$ cat config.mk
export PLATFORM = sky130hd
export DESIGN_NAME = multi_line_prefetcher
export DESIGN_NICKNAME = d
export VERILOG_FILES = /design/src/rtl/prefetch_pkg.sv /design/src/rtl/pf_fifo.sv /design/src/rtl/multi_line_prefetcher.sv
export SDC_FILE = /design/constraint.sdc
export NUM_CORES = 1
export LEC_CHECK = 0
export ABC_CLOCK_PERIOD_IN_PS = 9300
export CAP_MARGIN = 25
export CORE_ASPECT_RATIO = 0.75
export CORE_MARGIN = 5
export CORE_UTILIZATION = 30
export CTS_BUF_LIST = sky130_fd_sc_hd__clkbuf_8 sky130_fd_sc_hd__clkbuf_16
export CTS_CLUSTER_SIZE = 25
export DETAILED_ROUTE_END_ITERATION = 10
export PLACE_DENSITY = 0.53
export SYNTH_ARGS = -nofsm -noshare
export SYNTH_HDL_FRONTEND = slang
export SYNTH_SLANG_ARGS = --single-unit
$ cat constraint.sdc
create_clock -name clock -period 9.3 [get_ports clock]
set_input_delay 1.86 -clock clock [delete_from_list [all_inputs] [get_ports clock]]
set_output_delay 1.86 -clock clock [all_outputs]
set_load 0.005 [all_outputs]
$ cat src/rtl/prefetch_pkg.sv
// Shared types and constants for the next-line prefetcher and its queue.
package prefetch_pkg;

   localparam int PF_ADDR_W = 40;

   localparam logic [4:0] M_PFR = 5'b00010;
   localparam logic [4:0] M_PFW = 5'b00011;

   localparam logic [PF_ADDR_W-1:0] CACHEABLE_BASE  = 40'h00_8000_0000;
   localparam logic [PF_ADDR_W-1:0] CACHEABLE_LIMIT = 40'h01_8000_0000;

   typedef struct packed {
      logic [PF_ADDR_W-1:0] addr;
      logic [4:0]           cmd;
   } pf_entry_t;

   typedef enum logic {
      GEN_IDLE,
      GEN_RUN
   } gen_state_t;

   function automatic logic isCacheable(input logic [PF_ADDR_W-1:0] addr);
      return (addr >= CACHEABLE_BASE) && (addr < CACHEABLE_LIMIT);
   endfunction

endpackage

$ cat src/rtl/pf_fifo.sv
// Small pending-prefetch queue; a push is still taken when full if the
// head is popped in the same cycle.
module pf_fifo
   import prefetch_pkg::*;
#(
   parameter int  DEPTH = 4,
   parameter type T     = pf_entry_t
) (
   input  logic clock,
   input  logic reset,
   input  logic flush,
   input  logic push,
   input  T     pushData,
   input  logic pop,
   output T     headData,
   output logic full,
   output logic empty
);

   localparam int PTR_W = $clog2(DEPTH);

   T                 mem [DEPTH];
   logic [PTR_W:0]   wrPtr;
   logic [PTR_W:0]   rdPtr;
   logic             doPush;
   logic             doPop;

   assign empty    = (wrPtr == rdPtr);
   assign full     = (wrPtr[PTR_W] != rdPtr[PTR_W]) &&
                     (wrPtr[PTR_W-1:0] == rdPtr[PTR_W-1:0]);
   assign doPop    = pop && !empty;
   assign doPush   = push && (!full || doPop);
   assign headData = mem[rdPtr[PTR_W-1:0]];

   // Pointers carry one extra wrap bit so full and empty can be told apart
   // without a separate occupancy counter; a flush simply realigns them.
   always_ff @(posedge clock or posedge reset) begin
      if (reset) begin
         wrPtr <= '0;
         rdPtr <= '0;
      end else if (flush) begin
         wrPtr <= '0;
         rdPtr <= '0;
      end else begin
         if (doPush) wrPtr <= wrPtr + (PTR_W+1)'(1);
         if (doPop)  rdPtr <= rdPtr + (PTR_W+1)'(1);
      end
   end

   // Storage is cleared on reset so the head (and thus the outgoing address
   // and command) reads as zero straight out of reset.
   always_ff @(posedge clock or posedge reset) begin
      if (reset) begin
         for (int i = 0; i < DEPTH; i++) mem[i] <= '0;
      end else if (doPush && !flush) begin
         mem[wrPtr[PTR_W-1:0]] <= pushData;
      end
   end

endmodule

$ cat src/rtl/multi_line_prefetcher.sv
// Degree-N next-line prefetcher: turns a miss trigger into a run of
// sequential line addresses (page- and window-clipped) queued for the MSHRs.
module multi_line_prefetcher
   import prefetch_pkg::*;
#(
   parameter  int ADDR_W     = PF_ADDR_W,
   parameter  int LINE_BYTES = 64,
   parameter  int PAGE_BYTES = 4096,
   parameter  int MAX_DEGREE = 4,
   parameter  int QDEPTH     = 4,
   localparam int DEG_W      = $clog2(MAX_DEGREE + 1)
) (
   input  logic              clock,
   input  logic              reset,
   input  logic [DEG_W-1:0]  io_degree,
   input  logic              io_flush,
   input  logic              io_mshr_avail,
   input  logic              io_req_val,
   input  logic [ADDR_W-1:0] io_req_addr,
   input  logic [1:0]        io_req_coh_state,
   input  logic              io_prefetch_ready,
   output logic              io_prefetch_valid,
   output logic [4:0]        io_prefetch_bits_uop_mem_cmd,
   output logic [ADDR_W-1:0] io_prefetch_bits_addr
);

   localparam int                LINE_OFF  = $clog2(LINE_BYTES);
   localparam int                PAGE_OFF  = $clog2(PAGE_BYTES);
   localparam logic [ADDR_W-1:0] LINE_STEP = ADDR_W'(LINE_BYTES);

   gen_state_t        state;
   gen_state_t        stateNext;
   logic [ADDR_W-1:0] curLine;
   logic [ADDR_W-1:0] curLineNext;
   logic [DEG_W-1:0]  remaining;
   logic [DEG_W-1:0]  remainingNext;
   logic [4:0]        seqCmd;
   logic [4:0]        seqCmdNext;
   logic [ADDR_W-1:0] lastTrig;
   logic [ADDR_W-1:0] lastTrigNext;
   logic              lastTrigValid;
   logic              lastTrigValidNext;

   logic [ADDR_W-1:0] reqLine;
   logic [DEG_W-1:0]  degreeClamped;
   logic              trigAccept;
   logic              candInRange;
   logic              popFire;
   logic              fifoPush;
   logic              fifoFull;
   logic              fifoEmpty;
   pf_entry_t         pushEntry;
   pf_entry_t         headEntry;
   logic              unusedBits;

   assign reqLine       = {io_req_addr[ADDR_W-1:LINE_OFF], {LINE_OFF{1'b0}}};
   assign degreeClamped = (io_degree > DEG_W'(MAX_DEGREE)) ? DEG_W'(MAX_DEGREE) : io_degree;
   assign trigAccept    = io_req_val && (io_degree != '0) && !io_flush &&
                          (!lastTrigValid || (reqLine != lastTrig));
   assign candInRange   = (curLine[ADDR_W-1:PAGE_OFF] == lastTrig[ADDR_W-1:PAGE_OFF]) &&
                          isCacheable(curLine);

   assign io_prefetch_valid            = !fifoEmpty && io_mshr_avail;
   assign popFire                      = io_prefetch_valid && io_prefetch_ready;
   assign io_prefetch_bits_addr        = headEntry.addr;
   assign io_prefetch_bits_uop_mem_cmd = headEntry.cmd;

   assign pushEntry.addr = curLine;
   assign pushEntry.cmd  = seqCmd;

   assign unusedBits = ^{io_req_coh_state[0], io_req_addr[LINE_OFF-1:0]};

   // Generator registers: the FSM state, the next candidate line, how many
   // lines are still owed for this trigger, and the last accepted trigger
   // line used to filter repeated misses to the same line.
   always_ff @(posedge clock or posedge reset) begin
      if (reset) begin
         state         <= GEN_IDLE;
         curLine       <= '0;
         remaining     <= '0;
         seqCmd        <= '0;
         lastTrig      <= '0;
         lastTrigValid <= 1'b0;
      end else begin
         state         <= stateNext;
         curLine       <= curLineNext;
         remaining     <= remainingNext;
         seqCmd        <= seqCmdNext;
         lastTrig      <= lastTrigNext;
         lastTrigValid <= lastTrigValidNext;
      end
   end

   // Next-state logic. Flush wins over everything and forgets the last
   // trigger. A fresh trigger restarts the sequence even mid-run (already
   // queued lines stay). Otherwise, while running, push one line per cycle
   // until the count runs out or the candidate leaves the trigger's page or
   // the cacheable window; a full queue with no pop just holds the candidate.
   always_comb begin
      stateNext         = state;
      curLineNext       = curLine;
      remainingNext     = remaining;
      seqCmdNext        = seqCmd;
      lastTrigNext      = lastTrig;
      lastTrigValidNext = lastTrigValid;
      fifoPush          = 1'b0;
      if (io_flush) begin
         stateNext         = GEN_IDLE;
         lastTrigValidNext = 1'b0;
      end else if (trigAccept) begin
         stateNext         = GEN_RUN;
         lastTrigNext      = reqLine;
         lastTrigValidNext = 1'b1;
         curLineNext       = reqLine + LINE_STEP;
         remainingNext     = degreeClamped;
         seqCmdNext        = {4'b0001, io_req_coh_state[1]};
      end else if (state == GEN_RUN) begin
         if (!candInRange) begin
            stateNext = GEN_IDLE;
         end else if (!fifoFull || popFire) begin
            fifoPush      = 1'b1;
            curLineNext   = curLine + LINE_STEP;
            remainingNext = remaining - DEG_W'(1);
            if (remaining == DEG_W'(1)) stateNext = GEN_IDLE;
         end
      end
   end

   pf_fifo #(
      .DEPTH (QDEPTH),
      .T     (pf_entry_t)
   ) u_fifo (
      .clock    (clock),
      .reset    (reset),
      .flush    (io_flush),
      .push     (fifoPush),
      .pushData (pushEntry),
      .pop      (popFire),
      .headData (headEntry),
      .full     (fifoFull),
      .empty    (fifoEmpty)
   );

endmodule

# Word level (Yosys, flattened, before mapping)
# Cells that the tools add are included.
dict set report totals {
  reg_bits 267
  inputBits 51
  output_inout_bits 46
}
dict set report op_classes {
  n_addsub 5
  magnitude_cmp 6
  n_eq_ne 6
  n_mux 32
  n_bitwise 3
  reduce_logical 28
}
# operator count
set ops {}
lappend ops {{$bwmux W180} 1}
lappend ops {{$mux W40} 4}
lappend ops {{$mux W45} 3}
lappend ops {{$bmux W45 S2} 1}
lappend ops {{$demux W45 S2} 1}
lappend ops {{$add A40 B7 Y40 const B} 2}
lappend ops {{$ge A40 B32 Y1 const B} 1}
lappend ops {{$lt A40 B33 Y1 const B} 1}
lappend ops {{$ne A34 B34 Y1} 1}
lappend ops {{$eq A28 B28 Y1} 1}
lappend ops {{$mux W3} 9}
lappend ops {{$mux W1} 13}
lappend ops {{$logic_and A1 B1 Y1} 12}
lappend ops {{$reduce_bool A2 Y1} 6}
lappend ops {{$add A3 B1 Y3 const B} 2}
lappend ops {{$ge A3 B3 Y1 const B} 2}
lappend ops {{$not A2 Y3} 2}
lappend ops {{$logic_not A1 Y1} 4}
lappend ops {{$reduce_and A4 Y1} 1}
lappend ops {{$eq A3 B1 Y1 const B} 1}
lappend ops {{$eq A3 B3 Y1} 1}
lappend ops {{$gt A3 B3 Y1 const B} 1}
lappend ops {{$logic_or A1 B1 Y1} 3}
lappend ops {{$lt A3 B1 Y1 const B} 1}
lappend ops {{6 further kinds} 6}

# Logic depth before layout (Yosys ltp)
dict set report logic_depth {
  depth_word 13
  mapped_depth 16
}

# Hierarchy
# A second synthesis with hierarchy kept.
dict set report hier_totals {
  hier_cells 1082
  hier_area_um2 13787.0
}
# mod instances cells_each area_per_inst_um2
set modules_own_cells {}
lappend modules_own_cells {pf_fifo 1 490 8871.0}
lappend modules_own_cells {multi_line_prefetcher 1 592 4916.0}

# Least setup slack after synthesis
# Ideal clock, no wire load.
dict set report synth_path {
  path_kind {in2reg}
  from {input io_req_addr[22]}
  to {register curLine[34]}
  setup_time_ns 0.125
  arrival_ns 5.268
  required_ns 9.175
  path_slack_ns 3.908
  cell_stages 15
  path_buffers 4
  cell_sequence {buf_4 xnor2_2 nand4_1 or4_1 o31a_1 buf_4 clkbuf_1 mux2_2 ha_1 nand4_1 or3_1 clkbuf_1 nor4_1 xor2_1 mux2_2}
}
dict set report synth_via {
  elab_chain_len 5
  word_cells_on_any_way 9
  cone_classes {1 x add/sub; 1 x eq/ne; 1 x mux; 6 x reduce/logical}
}
# element line_no
set synth_lines {}
lappend synth_lines {{from (decl)} multi_line_prefetcher.sv:19} ;# input logic [ADDR_W-1:0] io_req_addr,
lappend synth_lines {{branches (longest 5 deep; another with $add A40 B7 Y40)} -}
lappend synth_lines {{to (signal assigned)} multi_line_prefetcher.sv:86} ;# curLine <= curLineNext;
lappend synth_lines {{to (decl)} multi_line_prefetcher.sv:33} ;# logic [ADDR_W-1:0] curLine;
# Parallel ways; which one is timed is not known.
# A chain may end at the register's enable or synchronous reset.

# Worst setup path in the final report
dict set report layout_path {
  from {input io_req_addr[33]}
  to {register curLine[34]}
}
# The elaborated chain is that of the path after synthesis.

==> run summary <==
Vias -> 7181
WL per Instance -> 19.7 um
Ports -> 97
Post-Synth Simple-Gate Area -> 10.6%
compound-cell area share of the yosys netlist -> 2.23%
Rel. slew slack -> 44.4%
Root Buffer -> clkbuf_16
final setup TNS -> 0 ns
Synth async-reset ratio -> 100%
largest net degree at the start of global routing -> 95
Clock transition at path regs -> 0.06 ns
Synth Area in Adders -> 0.857%
Antenna Nets Post-Route -> 0
Crit Path Class -> input port to register
ratio of cells with drive above 1 in the final layout -> 23.8%
Pre-Repair DR Iteration Count -> 5
status -> complete, no violations
Distinct cells, synth -> 56
period utilisation layout -> 65.8%
H-tree depth -> 1
YS warnings -> 0
Remaining DRCs -> 0
crit-path max cell delay -> 0.63 ns
postcts setup bufs -> 0
Seq/Total Area, Yosys -> 48.2%
Die Span Y -> 181 um
Main synth FF type -> dfrtp_1
top cell type's share of synthesized area -> 48.2%
die area -> 0.0430 mm^2
Yosys reg bits -> 225
number of port buffers -> 80
Core Footprint -> 0.0384 mm^2
VDD IR-drop max -> 0.0000770 V
number of enable flip-flop cells after synthesis -> 0
Worst-Skew Late Latency -> 0.53 ns
worst-margin pin slew -> 0.833 ns
CP endpoint kind -> register
Detail Route met3 WL -> 1270 um
CP startpoint kind -> input port
setup violators final -> 0
clk_skew -> 0.0107 ns
Slowest-stage cell, CP -> o31a_2
cts bufs inserted -> 26
Final Max Slew Viols -> 0
detailed placer's ending HPWL -> 19800 um
synth cell count leaders -> 225 x dfrtp_1, 81 x xor2_1, 75 x mux2_2
Hold Vio Cnt, Final -> 0
Util after Layout -> 35.7%
fmax -> 0.163 GHz
final critical-path required period -> 6.12 ns
Hold Crit Class -> register to register
syn_area_per_cell -> 12.8 um^2
final RePlAce weighted congestion -> 0.789
main combinational cell family by area after synthesis -> multiplexers
first-pass GRT wire length -> 46700 um
Post-Synth XOR/XNOR Area -> 9.21%
Syn Std Cell Area -> 0.0117 mm^2
most frequent cell after synthesis -> dfrtp_1
Power Dens Cells -> 175 mW/mm^2
Top Layer Used -> met4
initial antenna violation count -> 1
Worst EP required -> 9.72 ns
total of max-cap violations -> 0
Area Growth Syn to Fin -> 17.2%
Initial Utilization -> 30.4%
arrival time worst endpoint -> 6.53 ns
clk buf depth -> 3
Metal-1 WL -> 15100 um
Rows -> 62
biggest area consumer among synthesized cells -> dfrtp_1
Critical Path, Cell by Cell -> clkdlybuf4s50_1 -> xnor2_1 -> nand4_1 -> or4_1 -> o31a_2 -> mux2_2 -> ha_1 -> nand4_1 -> or3_1 -> nor4_1 -> xor2_1 -> mux2_2
gr usage total -> 13.7%
mux cell area share after synthesis -> 24.9%
# hold bufs at CTS -> 0
Final Net Count -> 1022
Die Span X -> 238 um
CTS resizes -> 0
total power -> 2.39 mW
routed vias/inst -> 4.81
Sinks on Clock Net -> 225
Initial DRC Count -> 487
unrepaired setup endpoints after global routing -> false
CP max FO -> 31
leading post-synthesis cells by cell area -> dfrtp_1 48%, mux2_4 7.7%, mux2_2 7.2%
leakage -> 6.15 nW
metal2 WL -> 12600 um
Post-Syn Instances -> 910
TritonCTS clock tree -> done
grt ovf -> 0
Post-Route WL -> 29400 um
vias in the first global route -> 7564
registers in the layout, indices dropped and copies added, names as in the netlist:
name,flops
u_fifo.wrPtr,3
seqCmd,2
lastTrig,34
lastTrigValid,1
u_fifo.mem,144
state,1
u_fifo.rdPtr,3
curLine,34
remaining,3
worst paths after layout:
| kind | from | end | slack, ns | cells past startpoint |
|---|---|---|---|---|
| setup reg to reg | lastTrig[33] | curLine[34] | 4.66 | 11 |
| setup / recovery | io_req_addr[33] | curLine[34] | 3.18 | 12 |
| hold reg to reg | u_fifo.mem[38] | u_fifo.mem[38] | 0.48 | 1 |
| min in group asynchronous | reset | u_fifo.mem[160] | 1.83 | 2 |
| hold / removal | u_fifo.mem[38] | u_fifo.mem[38] | 0.48 | 1 |
| max in group asynchronous | reset | u_fifo.mem[59] | 6.21 | 3 |
report_power, final:
part	leakage [nW]	switching (mW)	internal (mW)	total (mW)
registers	2.98	0.0969	1.03	1.13
logic	2.73	0.138	0.119	0.257
clock network	0.442	0.406	0.597	1.00
total	6.15	0.641	1.75	2.39
logic make-up after synthesis:
group                      Yosys count
DFF                                225
muxes                              204
AOI/OAI and AO/OA                   42
and+or+nand+nor                    221
buffers and inverters               87
adders and majority gates            8
xor gates and xnor gates           122
other                                1
critical path, delay by kind of cell:
| family | cells | cell delay, ns |
|---|---|---|
| simple gates | 5 | 2.05 |
| fa+ha+maj | 1 | 0.31 |
| xor+xnor | 2 | 0.52 |
| buf+inv | 1 | 0.54 |
| mux | 2 | 0.61 |
| compound gates | 1 | 0.63 |
metal layers:
layer	up-vias	GRT usage, %
met5	-	0
met4	0	2.40
met3	31	2.51
met2	142	19.7
met1	3698	21.7
li1	3310	-
cells in the final DEF, fill, tap and decap left out, drive strengths merged, types with 23 or more instances in the layout:
master / n
nor2: 31
and2: 30
xnor2: 41
clkdlybuf4s50: 80
nand3: 23
mux4: 36
xor2: 81
clkbuf: 33
mux2: 154
nand2: 48
dfrtp: 225
area by class of cell:
class | instances | area, um^2
fillers | 3779 | 24700
flip-flops and latches | 225 | 5630
multi-input cells | 606 | 5620
repair buffers | 90 | 893
clock buffers | 33 | 758
well taps | 512 | 641
clock inverters | 12 | 81.3
inverters | 14 | 60.1
diodes | 1 | 2.50
through the flow:
step           cell area, um^2  cells  hold slack, ns  setup slack, ns
5_1_grt                  13700   1493           0.488             3.05
6_report                 13700   1493           0.478             3.18
3_5_place_dp             12800   1446           0.466             2.68
3_3_place_gp             12800   1444           0.464             2.69
2_1_floorplan            11700    918           0.448             1.28
4_1_cts                  13700   1491           0.482             3.22
Note: power is estimated with default switching activity, not from simulation.
